**src/rtl/br_ckpt_stack.sv**
```systemverilog
// Branch checkpoint stack: DEPTH one-hot tagged snapshots of map table, free-list head
// and SQ tail, with dependency masks for squash and CDB-tracked ready bits.
module br_ckpt_stack #(
    parameter int DEPTH     = 4,
    parameter int MT_NUM    = 32,
    parameter int PRF_IDX_W = 6,
    parameter int FL_PTR_W  = 5,
    parameter int SQ_IDX_W  = 3,
    parameter int CDB_NUM   = 2
) (
    input  logic                              clk,
    input  logic                              rst,
    input  logic                              disp_br_vld_i,
    input  logic [MT_NUM*(PRF_IDX_W+1)-1:0]   bak_mt_i,
    input  logic [FL_PTR_W:0]                 bak_fl_head_i,
    input  logic [SQ_IDX_W:0]                 bak_sq_tail_i,
    input  logic                              rslv_vld_i,
    input  logic [DEPTH-1:0]                  rslv_1hot_i,
    input  logic                              rslv_wrong_i,
    input  logic [CDB_NUM-1:0]                cdb_vld_i,
    input  logic [CDB_NUM*PRF_IDX_W-1:0]      cdb_tag_i,
    output logic [DEPTH-1:0]                  alloc_1hot_o,
    output logic [DEPTH-1:0]                  br_mask_o,
    output logic                              full_o,
    output logic                              rc_vld_o,
    output logic [MT_NUM*(PRF_IDX_W+1)-1:0]   rc_mt_o,
    output logic [FL_PTR_W:0]                 rc_fl_head_o,
    output logic [SQ_IDX_W:0]                 rc_sq_tail_o,
    output logic [DEPTH-1:0]                  rc_kill_mask_o
);

    localparam int EW   = PRF_IDX_W + 1;
    localparam int MT_W = MT_NUM * EW;

    logic [DEPTH-1:0]   r_live;
    logic [DEPTH-1:0]   r_dep [DEPTH];
    logic [MT_W-1:0]    r_mt  [DEPTH];
    logic [FL_PTR_W:0]  r_fl  [DEPTH];
    logic [SQ_IDX_W:0]  r_sq  [DEPTH];

    logic               w_wrong;
    logic               w_disp;
    logic [DEPTH-1:0]   w_alloc;
    logic [DEPTH-1:0]   w_free;
    logic [DEPTH-1:0]   w_kill;
    logic [DEPTH-1:0]   w_sel;
    logic [MT_W-1:0]    w_cap_mt;
    logic [MT_W-1:0]    w_upd_mt [DEPTH];
    logic [MT_W-1:0]    w_rc_mt_raw;
    logic [FL_PTR_W:0]  w_rc_fl;
    logic [SQ_IDX_W:0]  w_rc_sq;

    // Set the ready bit of every MT element whose tag matches a valid CDB port.
    function automatic logic [MT_W-1:0] f_cdb(input logic [MT_W-1:0] mt,
                                              input logic [CDB_NUM-1:0] vld,
                                              input logic [CDB_NUM*PRF_IDX_W-1:0] tag);
        logic [MT_W-1:0] res;
        res = mt;
        for (int e = 0; e < MT_NUM; e++)
            for (int p = 0; p < CDB_NUM; p++)
                if (vld[p] && mt[e*EW +: PRF_IDX_W] == tag[p*PRF_IDX_W +: PRF_IDX_W])
                    res[e*EW + PRF_IDX_W] = 1'b1;
        return res;
    endfunction

    assign w_wrong = rslv_vld_i & rslv_wrong_i;
    assign w_free  = (rslv_vld_i & ~rslv_wrong_i) ? rslv_1hot_i : '0;
    assign w_disp  = disp_br_vld_i & ~full_o & ~w_wrong;
    assign w_sel   = w_wrong ? rslv_1hot_i : {{(DEPTH-1){1'b0}}, 1'b1};
    assign w_cap_mt = f_cdb(bak_mt_i, cdb_vld_i, cdb_tag_i);

    // Lowest free index wins: the loop runs downward so the last write is the lowest.
    always_comb begin
        w_alloc = '0;
        for (int i = DEPTH - 1; i >= 0; i--) begin
            if (!r_live[i]) begin
                w_alloc    = '0;
                w_alloc[i] = 1'b1;
            end
        end
    end

    always_comb begin
        w_kill      = '0;
        w_rc_mt_raw = '0;
        w_rc_fl     = '0;
        w_rc_sq     = '0;
        for (int i = 0; i < DEPTH; i++) begin
            w_upd_mt[i] = f_cdb(r_mt[i], cdb_vld_i, cdb_tag_i);
            w_kill[i]   = w_wrong & (rslv_1hot_i[i] | (r_live[i] & (|(r_dep[i] & rslv_1hot_i))));
            w_rc_mt_raw = w_rc_mt_raw | ({MT_W{w_sel[i]}} & r_mt[i]);
            w_rc_fl     = w_rc_fl | ({(FL_PTR_W+1){w_sel[i]}} & r_fl[i]);
            w_rc_sq     = w_rc_sq | ({(SQ_IDX_W+1){w_sel[i]}} & r_sq[i]);
        end
    end

    assign alloc_1hot_o   = w_alloc;
    assign br_mask_o      = r_live;
    assign full_o         = &r_live;
    assign rc_vld_o       = w_wrong;
    assign rc_kill_mask_o = w_kill;
    assign rc_mt_o        = f_cdb(w_rc_mt_raw, cdb_vld_i, cdb_tag_i);
    assign rc_fl_head_o   = w_rc_fl;
    assign rc_sq_tail_o   = w_rc_sq;

    always_ff @(posedge clk) begin
        if (rst) begin
            r_live <= '0;
            for (int i = 0; i < DEPTH; i++) begin
                r_dep[i] <= '0;
                r_mt[i]  <= '0;
                r_fl[i]  <= '0;
                r_sq[i]  <= '0;
            end
        end else begin
            for (int i = 0; i < DEPTH; i++) begin
                if (w_disp && w_alloc[i]) begin
                    r_live[i] <= 1'b1;
                    r_dep[i]  <= r_live & ~w_free;
                    r_mt[i]   <= w_cap_mt;
                    r_fl[i]   <= bak_fl_head_i;
                    r_sq[i]   <= bak_sq_tail_i;
                end else begin
                    if (w_kill[i] || w_free[i])
                        r_live[i] <= 1'b0;
                    r_dep[i] <= r_dep[i] & ~w_free;
                    if (r_live[i])
                        r_mt[i] <= w_upd_mt[i];
                end
            end
        end
    end

    // Resolving a dead or non-one-hot tag is an upstream protocol error.
    always_ff @(posedge clk) begin
        if (!rst && rslv_vld_i) begin
            assert ($onehot(rslv_1hot_i) && ((rslv_1hot_i & r_live) != '0));
        end
    end

endmodule

```
**config.mk**
```make
export PLATFORM = sky130hd
export DESIGN_NAME = br_ckpt_stack
export DESIGN_NICKNAME = d
export VERILOG_FILES = /design/src/rtl/br_ckpt_stack.sv
export SDC_FILE = /design/constraint.sdc
export NUM_CORES = 2
export LEC_CHECK = 0
export CORE_UTILIZATION = 35
export DETAILED_ROUTE_END_ITERATION = 10
export DONT_BUFFER_PORTS = 1
export PLACE_DENSITY = 0.53
export SYNTH_ARGS = -nofsm -noshare
export SYNTH_HDL_FRONTEND = slang
export SYNTH_SLANG_ARGS = --single-unit
```
**constraint.sdc**
```tcl
create_clock -name clk -period 9.8 [get_ports clk]
set_input_delay 2.45 -clock clk [delete_from_list [all_inputs] [get_ports clk]]
set_output_delay 2.45 -clock clk [all_outputs]
set_load 0.01 [all_outputs]
```
Yosys cells after proc, flatten, opt, wreduce, memory -nomap -nowiden

Memories as Yosys holds them, arrays and structs flattened.
Index checks and enable logic that the tools add are counted.

Logic and storage cells: 1331
Bits in writable memories: 952
Memories kept: 4
Output and inout bits: 248
Input port bits: 257
Bits in registers: 4

Memories:

| memory | depth | width | rd ports | clocked after memory_dff | wr ports | line | RTL |
|---|---|---|---|---|---|---|---|
| r_mt   | 4     | 224   | 4        | 0                        | 4        | 37   | `logic [MT_W-1:0] r_mt [DEPTH];` |
| r_fl   | 4     | 6     | 4        | 0                        | 4        | 38   | `logic [FL_PTR_W:0] r_fl [DEPTH];` |
| r_dep  | 4     | 4     | 4        | 0                        | 4        | 36   | `logic [DEPTH-1:0] r_dep [DEPTH];` |
| r_sq   | 4     | 4     | 4        | 0                        | 4        | 39   | `logic [SQ_IDX_W:0] r_sq [DEPTH];` |

Bitwise gates (word level): 74
Reduce and logical (&&, ||, !) cells: 401
Eq/ne operators: 384
Muxes and demuxes: 464

Operator list:

| kind              | count |
|---|---|
| $eq 6x6->1        | 384 |
| $mux 224          | 8 |
| $and 224x224->224 | 4 |
| $or 224x224->224  | 3 |
| $mux 1            | 434 |
| $logic_and 1x1->1 | 388 |
| $mux 4            | 18 |
| $and 4x4->4       | 13 |
| $or 1x1->1        | 28 |
| $and 6x6->6       | 4 |
| $mux 6            | 4 |
| $or 6x6->6        | 3 |
| $reduce_or 4->1   | 4 |
| $and 1x1->1       | 12 |
| $or 4x4->4        | 3 |
| $reduce_bool 2->1 | 4 |
| $logic_or 1x1->1  | 4 |
| $not 4->4         | 1 |
| $reduce_and 4->1  | 1 |
| $not 1->1         | 3 |

Depth between registers and ports, before layout

Depth in word-level cells: 10
Gate-level depth with buffers: 11
Depth with buffers taken out: 7

Worst setup path after synthesis

OpenSTA, ideal clock, no wires.

Path type: input to register
From: input rslv_vld_i
To: memory r_mt[1][0] (netlist bit) (enable)
Required time: 9.214 ns
Cell stages on the path: 6
Buffers on the path: 3
Arrival time: 7.795 ns
Slack: 1.418 ns
Library setup time: 0.586 ns
Cells stage by stage: nand2_2 -> buf_2 -> buf_2 -> buf_2 -> nand3_1 -> nand2b_1

RTL lines:

| what        | line | RTL |
|---|---|---|
| from (decl) | 17   | `input logic rslv_vld_i,` |
| to (decl)   | 37   |  |

Worst setup path after layout

From: input rslv_1hot_i[0]
To: output rc_mt_o[216]

Word-level cells in the longest chain between the ends: 9
Elaborated cells on any way between the ends: 11
Classes of those cells: eq/ne (2); mux (3); bitwise (4); reduce/logical (2)

Ends and longest elaborated chain:

| what                              | line | RTL |
|---|---|---|
| from (decl)                       | 18   | `input logic [DEPTH-1:0] rslv_1hot_i,` |
| $mux 4 (*)                        | 69   | `assign w_sel = w_wrong ? rslv_1hot_i : {{(DEPTH-1){1'b0}}, 1'b1};` |
| $and 224x224->224 (*)             | 91   | `w_rc_mt_raw = w_rc_mt_raw \| ({MT_W{w_sel[i]}} & r_mt[i]);` |
| $or 224x224->224 (*) (3 in a row) | 91   |  |
| $eq 6x6->1                        | 61   | `if (vld[p] && mt[e*EW +: PRF_IDX_W] == tag[p*PRF_IDX_W +: PRF_IDX_W])` |
| $logic_and 1x1->1                 | 61   |  |
| $mux 1                            | 61   |  |
| $mux 1 (*)                        | 61   |  |
| to (decl)                         | 26   | `output logic [MT_NUM*(PRF_IDX_W+1)-1:0] rc_mt_o,` |

Every way passes the cells marked *; elsewhere a longest branch is shown, timed or not.

==> flow_summary.yaml <==
grt:
  grtUsageMet2_pct: 47.9
  grt.met1_usage_pct: 34.8
  grt_antenna_before_repair: 5
  met3_usage_pct: 5.09
  busiest_layer: "met2"
  grt_max_degree: 211
  gr-total-overflow: 0
  grt_first_pass_wirelength_mm: 414
  grt_use_total_pct: 28.6
  grt_pass1_vias: 54400
floorplan:
  die-area_sq_um: 199000
  num_rows: 162
  initial_core_util_pct: 35.4
  die_w_um: 447
  die_h_um: 447
  num_io_pins: 505
  core_sq_um: 196000
yosys:
  synth_async_sr_flop_share_pct: 0
  syn_area_sq_um: 69200
  synth_top_flop_cell: "edfxtp_1"
  avgSynthCellArea_sq_um: 10.5
  synth_seq_cells: 952
  synth-seq-area-share_pct: 41.3
  synth_cells: 6608
  synth_edf_count: 948
  yosysUniqueCellTypes: 61
  ys_warn_count: 0
power:
  pwr-share-comb_pct: 16.6
  p_switching_mw: 3.18
  p_per_area_nw_per_um2: 150
  p_seq_share_pct: 44.7
  clock_power_share_pct: 38.7
  peakVddDrop_v: 0.000140
  swShare_pct: 28.4
  internal_power_mw: 8.00
  leakage_nw: 25.9
worst_setup_path:
  cp.required_ns: 7.35
  path_max_fanout: 53
  path_class: "input pin to output pin"
  worstSetupStartpointType: "input pin"
  cp.arrival_ns: 5.81
  end_kind: "output pin"
timing:
  slew_violations: 0
  rsz0062_at_grt: "no"
  fmax_ghz: 0.121
  max_slew_margin_pct: 16.6
  setup_viol: 0
  final.period_utilization_pct: 84.3
  hold_viol: 0
  worst_pin_slew_ns: 1.22
  period_needed_ns: 8.26
  finClkSkew_ns: 0.0296
  finalSetupTns_ns: 0
route:
  first_pass_iters: 8
  drc: 0
  vias_per_cell: 6.06
  vias: 54300
  wl_mm: 296
  drt_iter0_drc: 6911
  wl_per_cell_um: 33.1
  ant_nets: 0
cells_and_area:
  area_growth_pct: 7.69
  drive_gt1_share_pct: 5.32
  post-route-util_pct: 38.1
  mostFrequentLayoutCells: "xnor2_1 (1243), xor2_1 (1016), edfxtp_1 (948)"
  layout_commonest_cell: "xnor2_1"
  nets: 6492
  design_area_sq_um: 74500
cts:
  clockBufferDepth: 3
  cts_buffers: 113
  clkTransAtPathRegs_ns: 0.06
  worstSkewPairLatency_ns: 0.75
  htree_levels: 3
  clock_sinks: 952
  cts_resized: 0
  holdBufCountCts: 0
  cts-root-buf: "clkbuf_16"
  post_cts_buffers: 0
  cts_tree: "built"
flow_run:
  maxCapViolations: 0
worst_hold_path:
  min_path_type: "flop to flop"
place:
  io_buffers: 0
  dpl_cell_area_sq_um: 70800
  gp_congestion: 0.860
  dp_hpwl_mm: 160
status:
  outcome: "finished clean"
synthesized netlist by cell type, types with 6 or more instances:
cell,instances,share of area [%]
o221ai_1,6,0.076
a21oi_2,31,0.39
a22o_1,20,0.25
mux2i_1,6,0.087
nor2b_1,6,0.054
a2bb2oi_1,70,0.89
xnor2_1,1243,16
buf_6,12,0.20
o2111ai_1,7,0.089
nor4_1,336,3.0
buf_2,154,1.1
o31ai_1,6,0.065
o2bb2ai_1,16,0.20
inv_1,187,1.0
a222oi_1,192,2.8
nor2_1,80,0.43
a21oi_1,42,0.30
o22ai_1,132,1.2
o21ai_0,13,0.094
and2_1,812,7.3
clkbuf_1,248,1.3
nand2b_1,13,0.12
or4_1,33,0.36
buf_1,138,0.75
nand3_1,22,0.16
a221oi_1,16,0.20
inv_2,6,0.033
nand2_1,54,0.29
nor3_1,169,1.2
a2bb2oi_2,49,1.1
a22oi_1,84,0.91
xor2_1,1016,13
edfxtp_1,948,41
nand4_1,379,3.4
or3_1,11,0.099
sequential cells by signal, indices dropped and copies added (netlist names):
signal and count:
r_dep 12, r_sq 16, r_mt 896, br_mask_o 4, r_fl 24
logic make-up after synthesis:
family	count (synthesis)	synth area share, %
xor+xnor	2259	28.6
simple gates	1929	16.7
flops	952	41.3
buf+inv	749	4.49
compound gates	711	8.83
mux	7	0.103
other cells	1	0.00542
through the flow:
step / power, mW / instances / hold slack [ns] / setup slack (ns)
6_report: 11.2 / 8960 / 0.615 / 1.54
2_1_floorplan: 6.64 / 6619 / 0.555 / 1.42
3_5_place_dp: 6.90 / 8744 / 0.596 / 1.63
5_1_grt: 11.5 / 8956 / 0.628 / 1.68
4_1_cts: 11.2 / 8953 / 0.610 / 1.63
3_3_place_gp: 6.87 / 8744 / 0.577 / 1.63
path summary, 6_finish.rpt:
check | from | endpoint | slack [ns] | cells after the start
setup / recovery | rslv_1hot_i[0] | rc_mt_o[216] | 1.54 | 6
setup reg to reg | br_mask_o[0] | r_mt[1][153] | 5.51 | 6
hold / removal | r_dep[3][0] | r_dep[3][0] | 0.62 | 2
hold reg to reg | r_dep[3][0] | r_dep[3][0] | 0.62 | 2
cell type report:
cell class	count	area, sq um
Timing Repair Buffer	57	515
Sequential cell	952	28500
Inverter	193	741
Clock buffer	137	2980
Fill cell	19000	121000
Multi-Input combinational cell	4918	37700
Clock inverter	72	701
Tap cell	2624	3280
Antenna cell	7	17.5
worst max-delay path, cell delays in order:
cell and delay, ns:
nand3b_1 0.45, buf_4 0.54, a21oi_2 0.73, mux2i_1 1.07
nand4_1 0.19, nand4_1 0.36
metal layers:
metal	share of wire (%)	vias to the layer above
li1	-	22900
met4	5.9	2
met3	8.3	720
met1	39	27600
met5	0.0044	-
met2	47	3104
power groups by stage:
stage	clock network (mW)	registers, mW	logic [mW]
6_report	4.33	5.00	1.85
5_1_grt	4.52	5.02	1.98
4_1_cts	4.39	4.99	1.84
3_5_place_dp	0	5.07	1.83
3_3_place_gp	0	5.07	1.80
2_1_floorplan	0	5.02	1.62
Note: power is estimated with default switching activity, not from simulation.
